==> src/rtl/exp_fifo.sv <==
// Ordered list of expected stores: synchronous FIFO with flush and same-cycle push/pop.
module exp_fifo #(
    parameter int DATA_W = 64,
    parameter int DEPTH  = 8
) (
    input  logic                       clk,
    input  logic                       reset,
    input  logic                       push,
    input  logic                       pop,
    input  logic                       flush,
    input  logic [DATA_W-1:0]          din,
    output logic [DATA_W-1:0]          head,
    output logic [$clog2(DEPTH+1)-1:0] count,
    output logic                       full,
    output logic                       empty
);
    localparam int PW = (DEPTH > 1) ? $clog2(DEPTH) : 1;
    localparam int CW = $clog2(DEPTH + 1);

    logic [DATA_W-1:0] mem [DEPTH];
    logic [PW-1:0]     wr_ptr;
    logic [PW-1:0]     rd_ptr;
    logic              do_push;
    logic              do_pop;

    function automatic logic [PW-1:0] ptr_next(input logic [PW-1:0] p);
        return (p == PW'(DEPTH - 1)) ? '0 : p + PW'(1);
    endfunction

    assign full    = (count == CW'(DEPTH));
    assign empty   = (count == '0);
    assign head    = mem[rd_ptr];
    // A full FIFO still accepts a push when a pop frees a slot that same cycle.
    assign do_pop  = pop && !empty;
    assign do_push = push && (!full || do_pop);

    always_ff @(posedge clk or posedge reset) begin
        if (reset) begin
            wr_ptr <= '0;
            rd_ptr <= '0;
            count  <= '0;
        end else if (flush) begin
            wr_ptr <= '0;
            rd_ptr <= '0;
            count  <= '0;
        end else begin
            if (do_push) wr_ptr <= ptr_next(wr_ptr);
            if (do_pop)  rd_ptr <= ptr_next(rd_ptr);
            case ({do_push, do_pop})
                2'b10:   count <= count + CW'(1);
                2'b01:   count <= count - CW'(1);
                default: count <= count;
            endcase
        end
    end

    always_ff @(posedge clk) begin
        if (do_push && !flush) mem[wr_ptr] <= din;
    end

endmodule

==> config.mk <==
export PLATFORM = sky130hd
export DESIGN_NAME = exp_fifo
export DESIGN_NICKNAME = d
export VERILOG_FILES = /design/src/rtl/exp_fifo.sv
export SDC_FILE = /design/constraint.sdc
export NUM_CORES = 1
export LEC_CHECK = 0
export ABC_AREA = 1
export BUFFER_PORTS_ARGS = -buffer_cell sky130_fd_sc_hd__buf_4
export CAP_MARGIN = 25
export CORE_ASPECT_RATIO = 0.5
export CORE_UTILIZATION = 55
export DETAILED_ROUTE_END_ITERATION = 10
export PLACE_DENSITY_LB_ADDON = 0.15
export SYNTH_ARGS = -nofsm -noshare
export SYNTH_HDL_FRONTEND = slang
export SYNTH_SLANG_ARGS = --single-unit
==> constraint.sdc <==
create_clock -name clk -period 9.5 [get_ports clk]
set_clock_uncertainty 0.05 [all_clocks]
set_input_delay 1.9 -clock clk [delete_from_list [all_inputs] [get_ports clk]]
set_output_delay 1.9 -clock clk [all_outputs]
set_load 0.05 [all_outputs]
==> flow_metrics.py, run 1 <==
metrics = {
    "global_route": {
        "grt_pass1_vias": 12780,
        "antenna_found_initial": 1,
        "grt_max_degree": 106,
        "grt.overflow.total": 0,
        "grt_use_total_pct": 23.24,
        "grt_first_pass_wirelength_mm": 69.43,
    },
    "timing": {
        "setup_slack_ns": 3.512,
        "final_hold_viol_count": 0,
        "tightestPinTransition_ns": 1.062,
        "fin_crit_ns": 5.988,
        "fmax_ghz": 0.1670,
        "slew_viol_final": 0,
        "slew_headroom_pct": 29.23,
        "rsz0062_at_grt": "false",
        "hold-worst-slack_ns": 0.5704,
        "setup_viol": 0,
        "setup_tns_ns": 0,
        "min_period_over_period_pct": 63.03,
    },
    "floorplanning": {
        "core_um2": 36420,
        "io_pins": 139,
        "die_h_um": 139.0,
        "rows": 49,
        "die_w_um": 276.0,
        "start_util_pct": 56.70,
        "dieArea_um2": 38370,
    },
    "pwr": {
        "p_per_area_nw_per_um2": 270.8,
        "p_sw_mw": 2.271,
        "clockPowerShare_pct": 27.3,
        "pwr-share-comb_pct": 30.7,
        "seq_power_share_pct": 42.0,
        "ir_drop_v": 0.0002098,
        "p_int_mw": 4.071,
        "swShare_pct": 35.81,
        "power_leakage_nw": 8.236,
    },
    "synthesis": {
        "synth_area_leaders": "edfxtp_1 (74%), nor2_1 (7.2%), o21ai_0 (6.5%)",
        "synthMuxAreaShare_pct": 0,
        "synth.distinct_cells": 22,
        "synth_top_area_share_pct": 74.45,
        "ys.flop_type": "edfxtp_1",
        "syn_area_um2": 20650,
        "synth_area_per_cell_um2": 12.37,
        "synth-xor-area-share_pct": 0.04241,
        "synth_edf_count": 512,
        "synth_seq_area_share_pct": 75.67,
        "synthArstFlopShare_pct": 1.916,
        "synth_adder_area_share_pct": 0.4605,
        "synthTopCellsByCount": "edfxtp_1 (512), nor2_1 (395), o21ai_0 (268)",
        "syn-num-nets": 1745,
        "ys_seq_elements": 522,
        "synth_simple_gate_area_share_pct": 11.60,
        "yosysWarnings": 0,
        "synth_top_area_cell": "edfxtp_1",
        "syn_inst": 1669,
        "synth_top_family_by_area": "simple AND/OR/NAND/NOR gates",
        "synth_compound_area_share_pct": 9.476,
        "synth.most_common_cell": "edfxtp_1",
    },
    "setup_path": {
        "ff2ff_setup_slack_ns": 6.10,
        "critPathLaunchType": "flip-flop",
        "cp_num_buf_inv": 4,
        "r2r-end": "mem[6][1]",
        "critPathMaxFanout": 95,
        "cp_slowest_cell": "dfrtp_4",
        "reg2reg_from": "count[0]",
        "end_kind": "output port",
        "cp-startpoint": "rd_ptr[0]",
        "crit_family": "buffers and inverters",
        "critical_path_class": "flip-flop to output port",
        "worstSetupEndpoint": "head[50]",
        "r2r_cells": 7,
        "cpPeakStageDelay_ns": 0.83,
        "cp.required_ns": 7.55,
        "arrival_ns": 4.04,
        "crit_path_cell_trace": "inv_6 > buf_16 > buf_4 > o21ai_0 > o21ai_0 > nand2_1 > nand2_1 > buf_4",
        "cp.depth": 8,
    },
    "clocking": {
        "post_cts_resize_count": 0,
        "clk_transition_reported_paths_ns": 0.07,
        "cts_tree": "done",
        "cts_sinks": 522,
        "cts_buffers": 44,
        "cts-root-buf": "clkbuf_16",
        "worstSkewPairLatency_ns": 0.55,
        "cts_buffer_depth": 3,
        "cts_max_level": 2,
        "post-cts-setup-buffers": 0,
        "hold_buffers": 0,
    },
    "placement": {
        "post-place-ws_ns": 4.082,
        "place_area_um2": 22040,
        "io_buffers": 138,
        "dp_hpwl_mm": 22.50,
        "gp_congestion": 0.7723,
    },
    "detailed_routing": {
        "wl_per_cell_um": 19.45,
        "drtIter0Drc": 1214,
        "dr.pass1.iters": 5,
        "avgViaCountPerCell": 5.655,
        "vias": 12950,
        "wl_mm": 44.55,
        "drt_drc_violations_left": 0,
        "ant_nets": 0,
    },
    "final_layout": {
        "num-fill-cells": 2737,
        "drive_gt1_share_pct": 12.74,
        "multiInputGateArea_um2": 4517,
        "final_nets": 1850,
        "seqCellArea_um2": 15630,
        "fin_area_um2": 23420,
        "area_growth_syn_to_layout_pct": 13.43,
    },
    "outcome": {
        "status": "completed",
    },
    "job": {
        "drv_cap": 0,
    },
    "min_path": {
        "hold_path_class": "flip-flop to flip-flop",
    },
}
## worst min path at each step
stage               startpoint        end  depth (start not counted)  slack (ns)
global placement     wr_ptr[0]  wr_ptr[0]                          2        0.55
CTS                   count[2]   count[2]                          2        0.57
detailed placement    count[2]   count[2]                          2        0.55
finish               wr_ptr[0]  wr_ptr[0]                          2        0.57
floorplan            wr_ptr[0]  wr_ptr[0]                          2        0.52
global route          count[2]   count[2]                          2        0.59
## kinds of logic after synthesis
| family | after synthesis |
|---|---|
| adders and majority gates | 7 |
| AOI/OAI and AO/OA | 391 |
| buffers and inverters | 117 |
| DFF | 522 |
| and+or+nand+nor | 631 |
| xor gates and xnor gates | 1 |
## through the flow
stage	power, mW	util [%]	std cells
after global routing	6.633	64.32	2290
after detailed placement	4.657	60.53	2211
after CTS	6.379	64.24	2288
final	6.342	64.32	2290
after floorplan	4.145	-	1669
after global placement	4.591	60.38	2209
## power by group through the flow
stage               logic, mW  registers [mW]  clock network [mW]
floorplan                1.47            2.68                   0
global placement         1.86            2.73                   0
detailed placement       1.92            2.73                   0
CTS                      1.93            2.68                1.76
global route             2.12            2.67                1.84
finish                   1.95            2.66                1.73
## cells in the final DEF (no fill, tap or decap), types with 2 or more instances in the layout
cell type,instances
clkbuf_16,46
nand3_1,13
buf_4,154
o21ai_0,268
nor2_4,8
nor2_1,387
nand4_1,3
bufinv_16,2
a21oi_1,2
clkinv_2,9
clkinv_1,4
buf_16,3
o21ai_1,121
clkbuf_1,13
nand2_1,219
dfrtp_4,2
dfrtp_1,7
edfxtp_1,512
inv_1,17
ha_1,6
## routing by layer
layer,track usage (%),part of all wire [%]
met1,31.33,43
met2,40.02,50
met3,3.336,5.4
met4,6.263,1.5
met5,0,0
## layout make-up
class	instances	area share, %
clock inverter	17	0.5822
tap	484	2.585
timing repair buffer	157	5.288
antenna	1	0.01068
inverter	19	0.3258
multi-input combinational	1030	19.28
sequential	522	66.74
clock buffer	60	5.181
## worst reg2reg max path, delay by kind of cell, from the launching register on
| family | cells | cell delay [ns] |
|---|---|---|
| buf+inv | 1 | 0.79 |
| flops | 1 | 0.50 |
| simple gates | 6 | 1.66 |
## registers in the layout (all words and copies together) (netlist names)
name,cells
mem,512
wr_ptr,3
rd_ptr,3
count,4
No activity file was read; power rests on OpenSTA's default activity.
==> run 2: changes to the inputs <==
- CORE_UTILIZATION: 55 -> 54
- clock period: 9.5 -> 5.4 ns (I/O delays scaled with it)
==> run 2 against run 1 <==
- sequential power rose by 74%
- die area rose by 1.8%
- total power rose by 80%
- sequential share of layout area fell by 0.71 points
- critical endpoint is now head[13]
- largest cell class unchanged
==> flow_metrics.py, run 2 (synthesis results as in run 1) <==
metrics = {
    "pwr": {
        "ir_drop_v": 0.0002565,
        "pwr-share-comb_pct": 30.6,
        "swShare_pct": 35.67,
        "seq_power_share_pct": 40.5,
        "clockPowerShare_pct": 28.8,
        "p_per_area_nw_per_um2": 482.5,
        "p_sw_mw": 4.074,
        "power_leakage_nw": 8.323,
        "p_int_mw": 7.349,
    },
    "clocking": {
        "cts_buffers": 45,
        "cts_max_level": 2,
        "hold_buffers": 0,
        "cts-root-buf": "clkbuf_16",
        "post-cts-setup-buffers": 0,
        "cts_sinks": 522,
        "cts_buffer_depth": 3,
        "worstSkewPairLatency_ns": 0.57,
        "post_cts_resize_count": 0,
        "clk_transition_reported_paths_ns": 0.07,
        "cts_tree": "done",
    },
    "final_layout": {
        "final_common_cell": "edfxtp_1",
        "largest-register": "mem",
        "largest_register_ffs": 512,
        "final_nets": 1853,
        "drive_gt1_share_pct": 13.40,
        "area_growth_syn_to_layout_pct": 14.65,
        "reg_top3": "mem (512), count (4)",
        "layout_common_cells": "edfxtp_1 (512), nor2_1 (387), o21ai_0 (268), nand2_1 (219), buf_4 (148)",
        "diodes": 0,
    },
    "timing": {
        "final_hold_viol_count": 0,
        "setup_tns_ns": 0,
        "hold-worst-slack_ns": 0.4485,
        "fin_crit_ns": 4.313,
        "setup_viol": 0,
        "rsz0062_at_grt": "false",
        "min_period_over_period_pct": 79.88,
        "slew_viol_final": 0,
        "tightestPinTransition_ns": 1.060,
        "fmax_ghz": 0.2318,
        "slew_headroom_pct": 29.35,
    },
    "setup_path": {
        "arrival_ns": 3.18,
        "critPathLaunchType": "flip-flop",
        "critPathMaxFanout": 88,
        "critical_path_class": "flip-flop to output port",
        "crit_family": "buffers and inverters",
        "cp_slowest_cell": "dfrtp_4",
        "end_kind": "output port",
        "cp.required_ns": 4.27,
        "cp_num_buf_inv": 4,
        "crit_path_cell_trace": "buf_16 > inv_6 > buf_4 > o21ai_0 > o21ai_1 > nand2_1 > nand2_1 > buf_4",
        "cpPeakStageDelay_ns": 0.59,
    },
    "placement": {
        "gp_congestion": 0.7668,
        "dp_hpwl_mm": 21.95,
        "io_buffers": 138,
    },
    "floorplanning": {
        "rows": 50,
        "core_um2": 37540,
        "io_pins": 139,
        "die_h_um": 140.3,
        "die_w_um": 278.6,
        "start_util_pct": 55.01,
        "dieArea_um2": 39070,
    },
    "global_route": {
        "grt.overflow.total": 0,
        "grt_use_total_pct": 22.99,
        "grt_first_pass_wirelength_mm": 69.33,
        "antenna_found_initial": 0,
        "grt_pass1_vias": 12640,
        "grt_max_degree": 155,
    },
    "detailed_routing": {
        "drtIter0Drc": 1333,
        "wl_per_cell_um": 19.26,
        "ant_nets": 0,
        "drt_drc_violations_left": 0,
        "avgViaCountPerCell": 5.561,
        "wl_mm": 44.45,
        "dr.pass1.iters": 5,
        "vias": 12830,
    },
    "outcome": {
        "status": "completed",
    },
    "job": {
        "drv_cap": 0,
    },
    "min_path": {
        "hold_path_class": "input pin to asynchronous set/reset pin",
    },
}
## run 2: cell count changes in the layout (fill, tap and decap cells not counted)
cell,previous run,this run
buf_16,3,1
clkbuf_16,46,47
clkbuf_1,13,6
bufinv_16,2,5
diode_2,1,0
buf_4,154,148
clkinv_1,4,7
inv_6,1,3
clkinv_4,1,0
clkinv_2,9,12
clkinvlp_4,1,5
buf_12,0,10
clkbuf_8,1,0
## run 2: worst register-to-register path, cell delays in order, from the launching register on
cell and delay (ns):
dfrtp_1 0.47, nor2_1 0.12, nand4_1 0.08, nand2_1 0.06, nor2_1 0.25, nand2_1 0.30
nor2_4 0.75, buf_12 0.40
## run 2: metrics by stage
stage                     total power [mW]  instance area (um^2)  setup WS [ns]  utilization (%)  cells
after floorplan                      7.291                 20650         0.5913                -   1669
after global placement               8.114                 22160          1.582            59.03   2223
after detailed placement             8.196                 22160          1.519            59.03   2223
after CTS                            11.47                 23650         0.8936            63.00   2307
after global routing                 11.97                 23670         0.8099            63.07   2308
final                                11.42                 23670          1.087            63.07   2308
## run 2: path summary, 6_finish.rpt
check,endpoint,from,depth (start not counted),slack [ns]
setup / recovery,head[13],rd_ptr[0],8,1.09
hold / removal,count[2],reset,2,0.45
setup reg to reg,mem[1][46],count[0],7,2.52
hold reg to reg,wr_ptr[0],wr_ptr[0],2,0.57
max in group asynchronous,rd_ptr[0],reset,2,4.52
min in group clk,wr_ptr[0],wr_ptr[0],2,0.57
## run 2: power groups by stage
stage	sequential [mW]	combinational, mW	clock [mW]
final	4.63	3.50	3.30
after global routing	4.64	3.82	3.51
after CTS	4.72	3.40	3.34
after detailed placement	4.81	3.39	0
after global placement	4.80	3.31	0
after floorplan	4.71	2.58	0
## run 2: metal layers
layer | track usage, % | vias up | routed length, um
li1 | - | 6097 | -
met1 | 31.11 | 6361 | 19650
met2 | 39.50 | 311 | 21870
met3 | 3.620 | 65 | 2196
met4 | 5.495 | 0 | 730
met5 | 0 | - | 0
## run 2: area by class of cell
class                           instances  area, um^2
Multi-Input combinational cell       1030        4517
Fill cell                            2812       13860
Clock buffer                           53        1199
Sequential cell                       522       15630
Clock inverter                         31       291.5
Tap cell                              494       618.1
Inverter                               19       76.32
Timing Repair Buffer                  159        1339
==> run 3: changes to the inputs <==
- clock period: 5.4 -> 3.91 ns (I/O delays scaled with it)
==> run 3 against run 2 <==
- first-iteration DRC count shrank 13%
- final area hardly changed
- global-route usage down 0.48 points
- sequential cell count unchanged
- critical path depth down 2
- critical endpoint is now head[62]
==> flow_metrics.py, run 3 (synthesis results as in run 1) <==
metrics = {
    "final_layout": {
        "final_nets": 1857,
        "num-fill-cells": 2793,
        "layout_common_cells": "edfxtp_1 (512), nor2_1 (387), o21ai_0 (268), nand2_1 (219), buf_4 (146)",
        "drive_gt1_share_pct": 12.84,
        "largest-register": "mem",
        "largest_register_ffs": 512,
        "final_common_cell": "edfxtp_1",
        "fin_area_um2": 23680,
        "area_growth_syn_to_layout_pct": 14.66,
        "reg_top3": "mem (512), count (4)",
        "utilization_pct": 63.08,
    },
    "setup_path": {
        "critical_path_class": "flip-flop to output port",
        "ff2ff_setup_slack_ns": 1.33,
        "critPathLaunchType": "flip-flop",
        "r2r_cells": 7,
        "r2r-end": "mem[7][15]",
        "reg2reg_from": "count[0]",
        "cp.required_ns": 3.08,
        "critPathMaxFanout": 61,
        "end_kind": "output port",
        "arrival_ns": 2.60,
    },
    "timing": {
        "final_hold_viol_count": 0,
        "tightestPinTransition_ns": 1.039,
        "slew_headroom_pct": 30.70,
        "fin_crit_ns": 3.432,
        "slew_viol_final": 0,
        "fmax_ghz": 0.2914,
        "min_period_over_period_pct": 87.78,
        "setup_slack_ns": 0.4780,
        "rsz0062_at_grt": "false",
        "setup_viol": 0,
    },
    "placement": {
        "io_buffers": 138,
        "post-place-ws_ns": 0.9963,
        "place_area_um2": 22280,
        "gp_congestion": 0.7846,
        "dp_hpwl_mm": 21.50,
    },
    "pwr": {
        "pwr-share-comb_pct": 31.4,
        "p_int_mw": 10.04,
        "swShare_pct": 35.37,
        "power_leakage_nw": 8.320,
        "ir_drop_v": 0.0003493,
        "p_per_area_nw_per_um2": 656.2,
        "seq_power_share_pct": 41.0,
        "p_sw_mw": 5.495,
        "clockPowerShare_pct": 27.6,
    },
    "clocking": {
        "cts_sinks": 522,
        "worstSkewPairLatency_ns": 0.55,
        "cts_buffer_depth": 3,
        "cts_max_level": 2,
        "cts_tree": "done",
        "post-cts-setup-buffers": 0,
        "hold_buffers": 0,
        "clk_transition_reported_paths_ns": 0.07,
        "cts-root-buf": "clkbuf_16",
        "post_cts_resize_count": 0,
        "cts_buffers": 45,
    },
    "floorplanning": {
        "core_um2": 37540,
        "rows": 50,
        "io_pins": 139,
        "die_h_um": 140.3,
        "dieArea_um2": 39070,
        "die_w_um": 278.6,
        "start_util_pct": 55.01,
    },
    "detailed_routing": {
        "wl_mm": 43.45,
        "drt_drc_violations_left": 0,
        "drtIter0Drc": 1156,
        "avgViaCountPerCell": 5.561,
        "ant_nets": 0,
        "wl_per_cell_um": 18.82,
        "dr.pass1.iters": 5,
        "vias": 12840,
    },
    "global_route": {
        "antenna_found_initial": 1,
        "grt_use_total_pct": 22.51,
        "grt_max_degree": 146,
        "grt_pass1_vias": 12430,
        "grt_first_pass_wirelength_mm": 67.74,
        "grt.overflow.total": 0,
    },
    "job": {
        "drv_cap": 0,
    },
    "outcome": {
        "status": "completed",
    },
    "min_path": {
        "hold_path_class": "input pin to asynchronous set/reset pin",
    },
}
[run 3: power by group through the flow]
stage / Clock, mW / Sequential [mW] / Combinational (mW)
finish: 4.29 / 6.37 / 4.88
detailed placement: 0 / 6.49 / 4.90
global route: 4.59 / 6.38 / 5.36
global placement: 0 / 6.48 / 4.81
floorplan: 0 / 6.50 / 3.57
CTS: 4.37 / 6.37 / 4.92
[run 3: stage by stage]
step	power (mW)	instances	TNS [ns]	hold slack (ns)
after floorplan	10.07	1669	-340.30	0.5198
after global placement	11.29	2228	0	0.5433
after detailed placement	11.39	2228	0	0.5536
after CTS	15.66	2308	0	0.1465
after global routing	16.33	2309	0	0.1636
final	15.54	2309	0	0.1577
[run 3: layout make-up]
class                   count  area (um^2)  share of cell area [%]
multi-input cells        1030         4517                   19.08
clock buffers              57         1214                   5.126
clock inverters            23        180.2                  0.7609
repair buffers            163         1436                   6.066
well taps                 494        618.1                   2.610
diodes                      1        2.502                 0.01057
flip-flops and latches    522        15630                   66.03
inverters                  19        76.32                  0.3223
[run 3: critical path: stages (launching register included)]
cell     delay [ns]
dfrtp_4        0.88
buf_4          0.43
o21ai_0        0.16
o21ai_0        0.18
nand2_1        0.06
nand2_1        0.12
buf_4          0.20
[run 3: worst max-delay path by stage]
stage	slack [ns]	startpoint	end
after global routing	0.28	rd_ptr[1]	head[54]
final	0.48	rd_ptr[1]	head[62]
after global placement	1.06	pop	mem[7][19]
after detailed placement	1.0	pop	mem[7][28]
after CTS	0.47	rd_ptr[1]	head[62]
after floorplan	-0.66	count[0]	mem[0][0]
[run 3: per-layer routing]
layer  global-route usage [%]  share of wire, %  vias to the layer above
met5                        0                 0                        -
met4                    6.536               1.8                        0
met3                    3.336               4.8                       56
met2                    38.93                50                      313
met1                    29.93                43                     6358
li1                         -                 -                     6114
